--- src/rtl/bram_tile_reader.sv ---
// Drains a strided result tile from BRAM Port B and streams it over valid/ready.
// Define BRAM_DOUT_REG_EN when the BRAM output register is enabled (two-cycle read latency).
module bram_tile_reader #(
    parameter int unsigned DATA_W = 256,
    parameter int unsigned ADDR_W = 16,
    parameter int unsigned STRIDE = 24,
    parameter int unsigned INNER  = 1536,
    parameter int unsigned OUTER  = 24
) (
    input  logic              clk,
    input  logic              rst_n,
    input  logic              start_read,
    input  logic [ADDR_W-1:0] base_addr,
    output logic              bram_en,
    output logic [ADDR_W-1:0] bram_addr,
    input  logic [DATA_W-1:0] bram_dout,
    output logic [DATA_W-1:0] m_data,
    output logic              m_valid,
    input  logic              m_ready,
    output logic              busy,
    output logic              read_done,
    output logic [ADDR_W-1:0] current_addr
);

`ifdef BRAM_DOUT_REG_EN
    localparam int unsigned LAT = 2;
`else
    localparam int unsigned LAT = 1;
`endif
    localparam int unsigned DEPTH = LAT + 1;
    localparam int unsigned PTR_W = $clog2(DEPTH);
    localparam int unsigned CNT_W = $clog2(DEPTH + 1);
    localparam int unsigned CR_W  = CNT_W + 1;
    localparam int unsigned IN_W  = $clog2(INNER + 1);
    localparam int unsigned OUT_W = $clog2(OUTER + 1);

    typedef enum logic [1:0] {StIdle, StIssue, StDrain, StDone} state_e;

    state_e             state_q, state_d;
    logic               busy_q, busy_d;
    logic               done_q, done_d;
    logic [IN_W-1:0]    inner_q, inner_d;
    logic [OUT_W-1:0]   outer_q, outer_d;
    logic [ADDR_W-1:0]  addr_q, addr_d;
    logic [ADDR_W-1:0]  col_q, col_d;
    logic [ADDR_W-1:0]  cur_q, cur_d;
    logic [LAT-1:0]     pipe_q, pipe_d;

    logic [DATA_W-1:0]  mem_q [DEPTH];
    logic [PTR_W-1:0]   rd_ptr_q, rd_ptr_d;
    logic [PTR_W-1:0]   wr_ptr_q, wr_ptr_d;
    logic [CNT_W-1:0]   count_q, count_d;

    logic               push, pop, fifo_empty, wr_en, rd_adv, last_issue;
    logic [CNT_W-1:0]   inflight;
    logic [CR_W-1:0]    credit_used;

    always_comb begin
        inflight = '0;
        for (int i = 0; i < LAT; i++) begin
            inflight = inflight + CNT_W'(pipe_q[i]);
        end
    end

    // Returned words may bypass an empty FIFO so the first word is visible on arrival.
    assign push        = pipe_q[LAT-1];
    assign fifo_empty  = (count_q == '0);
    assign m_valid     = !fifo_empty || push;
    assign m_data      = (fifo_empty && push) ? bram_dout : mem_q[rd_ptr_q];
    assign pop         = m_valid && m_ready;
    assign credit_used = CR_W'(count_q) + CR_W'(inflight) - CR_W'(pop);
    assign last_issue  = (inner_q == IN_W'(INNER - 1)) && (outer_q == OUT_W'(OUTER - 1));

    assign bram_en      = (state_q == StIssue) && (credit_used < CR_W'(DEPTH));
    assign bram_addr    = addr_q;
    assign current_addr = cur_q;
    assign busy         = busy_q;
    assign read_done    = done_q;

    always_comb begin
        pipe_d[0] = bram_en;
        for (int i = 1; i < LAT; i++) begin
            pipe_d[i] = pipe_q[i-1];
        end
    end

    always_comb begin
        wr_en    = push && !(pop && fifo_empty);
        rd_adv   = pop && !fifo_empty;
        count_d  = count_q + CNT_W'(push) - CNT_W'(pop);
        wr_ptr_d = wr_ptr_q;
        rd_ptr_d = rd_ptr_q;
        if (wr_en) begin
            wr_ptr_d = (wr_ptr_q == PTR_W'(DEPTH - 1)) ? '0 : wr_ptr_q + 1'b1;
        end
        if (rd_adv) begin
            rd_ptr_d = (rd_ptr_q == PTR_W'(DEPTH - 1)) ? '0 : rd_ptr_q + 1'b1;
        end
    end

    // Address walks base + inner*STRIDE + outer by accumulation; col_q holds base + outer.
    always_comb begin
        state_d = state_q;
        busy_d  = busy_q;
        done_d  = 1'b0;
        inner_d = inner_q;
        outer_d = outer_q;
        addr_d  = addr_q;
        col_d   = col_q;
        cur_d   = cur_q;
        unique case (state_q)
            StIdle: begin
                if (start_read) begin
                    state_d = StIssue;
                    busy_d  = 1'b1;
                    inner_d = '0;
                    outer_d = '0;
                    addr_d  = base_addr;
                    col_d   = base_addr;
                end
            end
            StIssue: begin
                if (bram_en) begin
                    cur_d = addr_q;
                    if (inner_q == IN_W'(INNER - 1)) begin
                        inner_d = '0;
                        outer_d = outer_q + 1'b1;
                        col_d   = col_q + 1'b1;
                        addr_d  = col_q + 1'b1;
                        if (last_issue) begin
                            state_d = StDrain;
                        end
                    end else begin
                        inner_d = inner_q + 1'b1;
                        addr_d  = addr_q + ADDR_W'(STRIDE);
                    end
                end
            end
            StDrain: begin
                if ((inflight == '0) && fifo_empty && !pop) begin
                    state_d = StDone;
                    busy_d  = 1'b0;
                    done_d  = 1'b1;
                end
            end
            StDone: begin
                state_d = StIdle;
            end
            default: begin
                state_d = StIdle;
            end
        endcase
    end

    always_ff @(posedge clk or negedge rst_n) begin
        if (!rst_n) begin
            state_q  <= StIdle;
            busy_q   <= 1'b0;
            done_q   <= 1'b0;
            inner_q  <= '0;
            outer_q  <= '0;
            addr_q   <= '0;
            col_q    <= '0;
            cur_q    <= '0;
            pipe_q   <= '0;
            rd_ptr_q <= '0;
            wr_ptr_q <= '0;
            count_q  <= '0;
            for (int i = 0; i < DEPTH; i++) begin
                mem_q[i] <= '0;
            end
        end else begin
            state_q  <= state_d;
            busy_q   <= busy_d;
            done_q   <= done_d;
            inner_q  <= inner_d;
            outer_q  <= outer_d;
            addr_q   <= addr_d;
            col_q    <= col_d;
            cur_q    <= cur_d;
            pipe_q   <= pipe_d;
            rd_ptr_q <= rd_ptr_d;
            wr_ptr_q <= wr_ptr_d;
            count_q  <= count_d;
            if (wr_en) begin
                mem_q[wr_ptr_q] <= bram_dout;
            end
        end
    end

    // The credit rule guarantees a free slot for every returning word.
    a_no_overflow: assert property (@(posedge clk) disable iff (!rst_n)
        !(wr_en && !rd_adv && (count_q == CNT_W'(DEPTH))));

endmodule

--- config.mk ---
export PLATFORM = sky130hd
export DESIGN_NAME = bram_tile_reader
export DESIGN_NICKNAME = d
export VERILOG_FILES = /design/src/rtl/bram_tile_reader.sv
export SDC_FILE = /design/constraint.sdc
export NUM_CORES = 1
export LEC_CHECK = 0
export BUFFER_PORTS_ARGS = -buffer_cell sky130_fd_sc_hd__buf_2
export CAP_MARGIN = 25
export CORE_ASPECT_RATIO = 1.75
export CORE_MARGIN = 10
export CORE_UTILIZATION = 58
export DETAILED_ROUTE_END_ITERATION = 7
export PLACE_DENSITY = 0.85
export SLEW_MARGIN = 20
export SYNTH_ARGS = -nofsm -noshare
export SYNTH_HDL_FRONTEND = slang
export SYNTH_SLANG_ARGS = --single-unit
--- constraint.sdc ---
create_clock -name clk -period 7.9 [get_ports clk]
set_input_delay 0.395 -clock clk [delete_from_list [all_inputs] [get_ports clk]]
set_output_delay 0.395 -clock clk [all_outputs]
set_load 0.02 [all_outputs]
Word level (Yosys, flattened, before mapping). Index checks and enable logic that the tools add are counted.

$add $sub $neg: 10. Magnitude comparators: 4. Eq/ne operators: 10. Multiplexer cells: 35. Bitwise gates (word level): 2. Reductions and logical operators: 24.

Operators by type and width (number): 256-bit 2-to-1 mux (5); 512-bit bitwise mux (1); 256-bit demux with 1-bit select (1); 16-bit 2-to-1 mux (5); 16-bit case mux with 2 select lines (2); 11-bit 2-to-1 mux (3); 11-bit case mux with 2 select lines (1); 16-bit by 1-bit adder with 16-bit output (second input constant) (1); 16-bit by 5-bit adder with 16-bit output (second input constant) (1); 5-bit 2-to-1 mux (3); 11-bit by 1-bit adder with 11-bit output (second input constant) (1); 11-bit == test (second input constant) (1); 1-bit logical AND (10); 2-bit 2-to-1 mux (5); 2-bit != test (second input constant) (5); 5-bit case mux with 2 select lines (1); 2-bit case mux with 4 select lines (1); 2-bit logical NOT (3); 1-bit 2-to-1 mux (6); 3-bit AND reduction (2); 5-bit by 1-bit adder with 5-bit output (second input constant) (1); 5-bit == test (second input constant) (1); 5-bit AND reduction (1); 2-bit == test (second input constant) (2); other kinds (16) (22).

Register bits: 585. Word-level logic and storage cells: 99.

Depth between registers and ports, before layout.
Depth in word-level cells: 9. Mapped depth: 13.

Least setup slack after synthesis. Ideal clock, no wire load.

Path kind: reg2reg. Start point: register pipe_q. End point: register inner_q[6]. Library setup time: 0.121 ns. Arrival: 3.136 ns. Path slack: 4.643 ns. Stages on the path, launching flop included: 14. Clock period less this slack: 3.257 ns. Cell sequence: dfrtp_1 > or3_1 > clkbuf_1 > nand3_1 > o21ai_0 > ha_1 > fa_1 > nor2b_1 > and3_1 > buf_2 > nor2_1 > clkbuf_1 > o21ai_0 > a22o_1.

Cells in the longest elaborated chain, start to end: 7. Elaborated cells on any way between the ends: 8. Classes of those cells: add/sub (2); order compare (1); eq/ne (1); reduce/logical (4).

Ends and longest elaborated chain: start: declaration (line 47) `logic [LAT-1:0] pipe_q, pipe_d;`; start signal: assignment (line 181) `pipe_q <= pipe_d;`; 1-bit logical OR (line 68) `assign m_valid = !fifo_empty || push;`; via m_valid (line 18) `output logic m_valid,`; 1-bit logical AND (line 70) `assign pop = m_valid && m_ready;`; 3-bit by 1-bit subtractor with 3-bit output (line 71) `assign credit_used = CR_W'(count_q) + CR_W'(inflight) - CR_W'(pop);`; 3-bit by 2-bit less-than comparator with 1-bit output (line 74) `assign bram_en = (state_q == StIssue) && (credit_used < CR_W'(DEPTH));`; 1-bit logical AND (line 74); 2-bit != test (no source line); 3-bit AND reduction (no source line); end signal: assignment (line 176) `inner_q <= inner_d;`; end: declaration (line 42) `logic [IN_W-1:0] inner_q, inner_d;`.

The timed path passes the listed nets, and every way through them passes these cells. A chain may end at the register's enable or synchronous reset.

Final worst setup path.
Start point: register pipe_q. End point: output bram_en.

Cells in the longest elaborated chain, start to end: 5. Elaborated cells on any way between the ends: 6. Classes of those cells: add/sub (2); order compare (1); reduce/logical (3).

Ends and longest elaborated chain: branches (longest 2 deep; another with 2-bit by 1-bit adder with 3-bit output); 3-bit by 1-bit subtractor with 3-bit output (*) (line 71); 3-bit by 2-bit less-than comparator with 1-bit output (*) (line 74); 1-bit logical AND (*) (line 74); end: declaration (line 14) `output logic bram_en,`.

Mark *: on every way between the ends.

==> metrics.md <==
| Metric | Value |
|---|---|
| Period utilization | 0.563 |
| Maximum vdd drop | 0.397 mV |
| RSZ-0062 raised after global routing | false |
| Initial antenna violation count | 28 |
| Crit end category | primary output |
| Residual DRC count | 0 |
| All-Layer GR Usage | 0.264 |
| Distinct cells, synth | 65 |
| Arrival @ worst endpoint | 4.05 ns |
| # Post-CTS Setup Buffers | 0 |
| Post-route setup TNS | 0 ns |
| CTS buffer count | 52 |
| Post-DP HPWL | 55100 um |
| GPL Wtd Cong | 0.928 |
| Die height | 312 um |
| Max Freq | 225 MHz |
| CTS root buf | clkbuf_16 |
| FP Rows | 106 |
| Critical path class | reg2out |
| Synth Area per Inst | 11.7 um2 |
| H-tree depth | 2 |
| Antenna viol nets, final | 0 |
| Die X | 187 um |
| DRT Pass-1 Iters | 5 |
| Pre-CTS setup slack | 4.06 ns |
| Global-route wire length before repair | 125000 um |
| Clock input transition at the sequential cells of the worst setup and hold paths | 0.06 ns |
| Vias per inst | 5.88 |
| Post-synthesis sequential area ratio | 0.519 |
| Overall power | 0.0158 W |
| Cells after Synth | 2410 |
| Clock tree buffer depth | 3 |
| CP required | 7.51 ns |
| Leakage power total | 15.3 nW |
| Hold Fails Final Rpt | 0 |
| Synth Flop Type | dfrtp_1 |
| Vias in the first global route | 22500 |
| Period minus WS final | 4.44 ns |
| CP max FO | 22 |
| Clock insertion delay at the later pin of the skew report | 0.59 ns |
| Share of cells above drive strength 1 | 0.408 |
| Setup violators final | 0 |
| Final setup margin | 3.46 ns |
| Rel. slew slack | 0.190 |
| CTS sink count | 585 |
| Yosys reg bits | 585 |
| Die area | 58200 um2 |
| Post-synth ARST share | 1.00 |
| Ports | 568 |
| Port bufs | 567 |
| DRT iter0 DRCs | 1687 |
| Max-slew violations | 0 |
| Mapped Nets | 2695 |
| Largest net degree at the start of global routing | 215 |
| Total wire length | 79600 um |
| Pwr per Cell Area | 475 nW/um2 |
| WL/cell | 22.2 um |
| Hold crit path type | in2reg |
| Layout Utilization | 0.692 |
| Synthesized area | 28200 um2 |
| CTS resizes | 0 |
| Least-Margin Pin Slew | 1.22 ns |
| Core Region | 48000 um2 |
| Area growth syn-to-layout | 17.8% |
| Initial cell density of the core | 0.588 |
| CTS tree | built |
| YS warnings | 0 |
| Maxcap violations | 0 |
| Startpoint types | flip-flop |
| Nets | 3170 |
| Status | complete, no violations |
| Post-synth EDFFs | 0 |
| DR vias | 21100 |
| Final Skew | 0.0145 ns |
| Grt ovf | 0 |
## critical path, stage by stage, from the launching register on
cell and delay [ns]:
dfrtp_1 0.45, or3_1 0.49, nand3_1 0.17, o21ai_0 0.12, ha_1 0.21, fa_1 0.56
nor2b_1 0.09, nand2_1 0.54, clkinv_1 0.51, buf_2 0.31
## sequential cells by signal, indices dropped and copies added, names as in the netlist
register and cells:
bram_addr 16, busy 1, col_q 16, count_q 2, current_addr 16, inner_q 11, mem_q 512, outer_q 5
pipe_q 1, rd_ptr_q 1, read_done 1, state_q 2, wr_ptr_q 1
## cells in the mapped netlist, types with 8 or more instances
cell,count,share of area
nor2_1,33,0.0044
a21oi_1,21,0.0037
clkbuf_1,111,0.015
nand3_1,27,0.0048
dfrtp_1,585,0.52
buf_2,51,0.0090
mux2_2,514,0.21
o21ai_0,288,0.051
and3_1,8,0.0018
nand4_1,11,0.0024
mux2i_1,262,0.093
o22ai_1,10,0.0022
nand2_1,325,0.043
nor3_1,12,0.0021
inv_1,15,0.0020
ha_1,8,0.0035
o211ai_1,8,0.0021
xnor2_1,14,0.0043
## final timing paths
kind                                              start                      endpoint  slack, ns  depth (start not counted)
max                                    pipe_q$_DFF_PN0_                       bram_en       3.46                          9
max in group asynchronous                         rst_n        mem_q[400]$_DFFE_PN0P_       5.76                          3
min reg2reg                current_addr[12]$_DFFE_PN0P_  current_addr[12]$_DFFE_PN0P_       0.48                          2
min                                       bram_dout[85]         mem_q[85]$_DFFE_PN0P_       0.07                          2
min in group asynchronous                         rst_n   current_addr[5]$_DFFE_PN0P_       0.45                          2
max reg2reg                            pipe_q$_DFF_PN0_     bram_addr[11]$_DFFE_PN0P_       4.00                         10
## per-layer routing
metal	vias to the layer above	GRT usage	share of wire
li1	9524	-	-
met1	10500	0.281	0.35
met2	822	0.464	0.52
met3	256	0.0667	0.068
met4	20	0.153	0.061
met5	-	0	0.0016
## logic make-up (layout without fill, tap and decap cells)
family          count (synthesis)  count (layout)  share of synthesized area
mux                           777             777                      0.299
flops                         585             585                      0.519
other cells                     0              17                          0
simple gates                  458             458                     0.0703
buf+inv                       182             698                     0.0265
compound gates                378             378                     0.0750
fa+ha+maj                       9               9                    0.00426
xor+xnor                       21              21                    0.00652
## area by class of cell
class                   count  area [um2]
well taps                 648         811
inverters                  17        63.8
repair buffers            586        3110
flip-flops and latches    585       14600
multi-input cells        1643       12900
diodes                     17        42.5
clock buffers              83        1590
fillers                  3374       14800
clock inverters            12         130
## power breakdown
part / switching [W] / total, W / internal, W / leakage (nW)
clock: 0.00112 / 0.00256 / 0.00144 / 0.843
sequential: 0.000788 / 0.00522 / 0.00443 / 7.02
combinational: 0.00471 / 0.00802 / 0.00331 / 7.43
total: 0.00662 / 0.0158 / 0.00918 / 15.3
## metrics by stage
stage / std cells / instance area, um2 / hold WS [ns]
2_1_floorplan: 2410 / 28200 / 0.0994
3_3_place_gp: 3477 / 31400 / 0.463
3_5_place_dp: 3477 / 31400 / 0.467
4_1_cts: 3573 / 33200 / 0.0343
5_1_grt: 3591 / 33200 / 0.0519
6_report: 3591 / 33200 / 0.0678
## layout by cell type, fill, tap and decap left out, types with 3 or more instances in the layout
| master | count |
|---|---|
| a211oi_1 | 6 |
| a21oi_1 | 20 |
| a31oi_1 | 5 |
| a41oi_1 | 3 |
| and3_1 | 7 |
| and4_1 | 3 |
| buf_12 | 8 |
| buf_2 | 566 |
| buf_4 | 9 |
| clkbuf_1 | 14 |
| clkbuf_16 | 52 |
| clkbuf_8 | 17 |
| clkinv_2 | 6 |
| dfrtp_1 | 584 |
| diode_2 | 17 |
| ha_1 | 8 |
| inv_1 | 15 |
| mux2_2 | 514 |
| mux2i_1 | 262 |
| nand2_1 | 325 |
| nand2b_1 | 7 |
| nand3_1 | 26 |
| nand3b_1 | 3 |
| nand4_1 | 11 |
| nor2_1 | 32 |
| nor2b_1 | 7 |
| nor3_1 | 12 |
| nor4_1 | 4 |
| o211ai_1 | 8 |
| o21a_1 | 5 |
| o21ai_0 | 288 |
| o22ai_1 | 10 |
| o31ai_1 | 3 |
| or3_1 | 7 |
| xnor2_1 | 14 |
| xor2_1 | 7 |
## repair_timing
item | in CTS | in global routing
setup endpoints to repair | 0 | 0
endpoints found under the hold margin | 114 | 0
hold buffers | 1 | 0
Power figures use the tool's default switching activity.
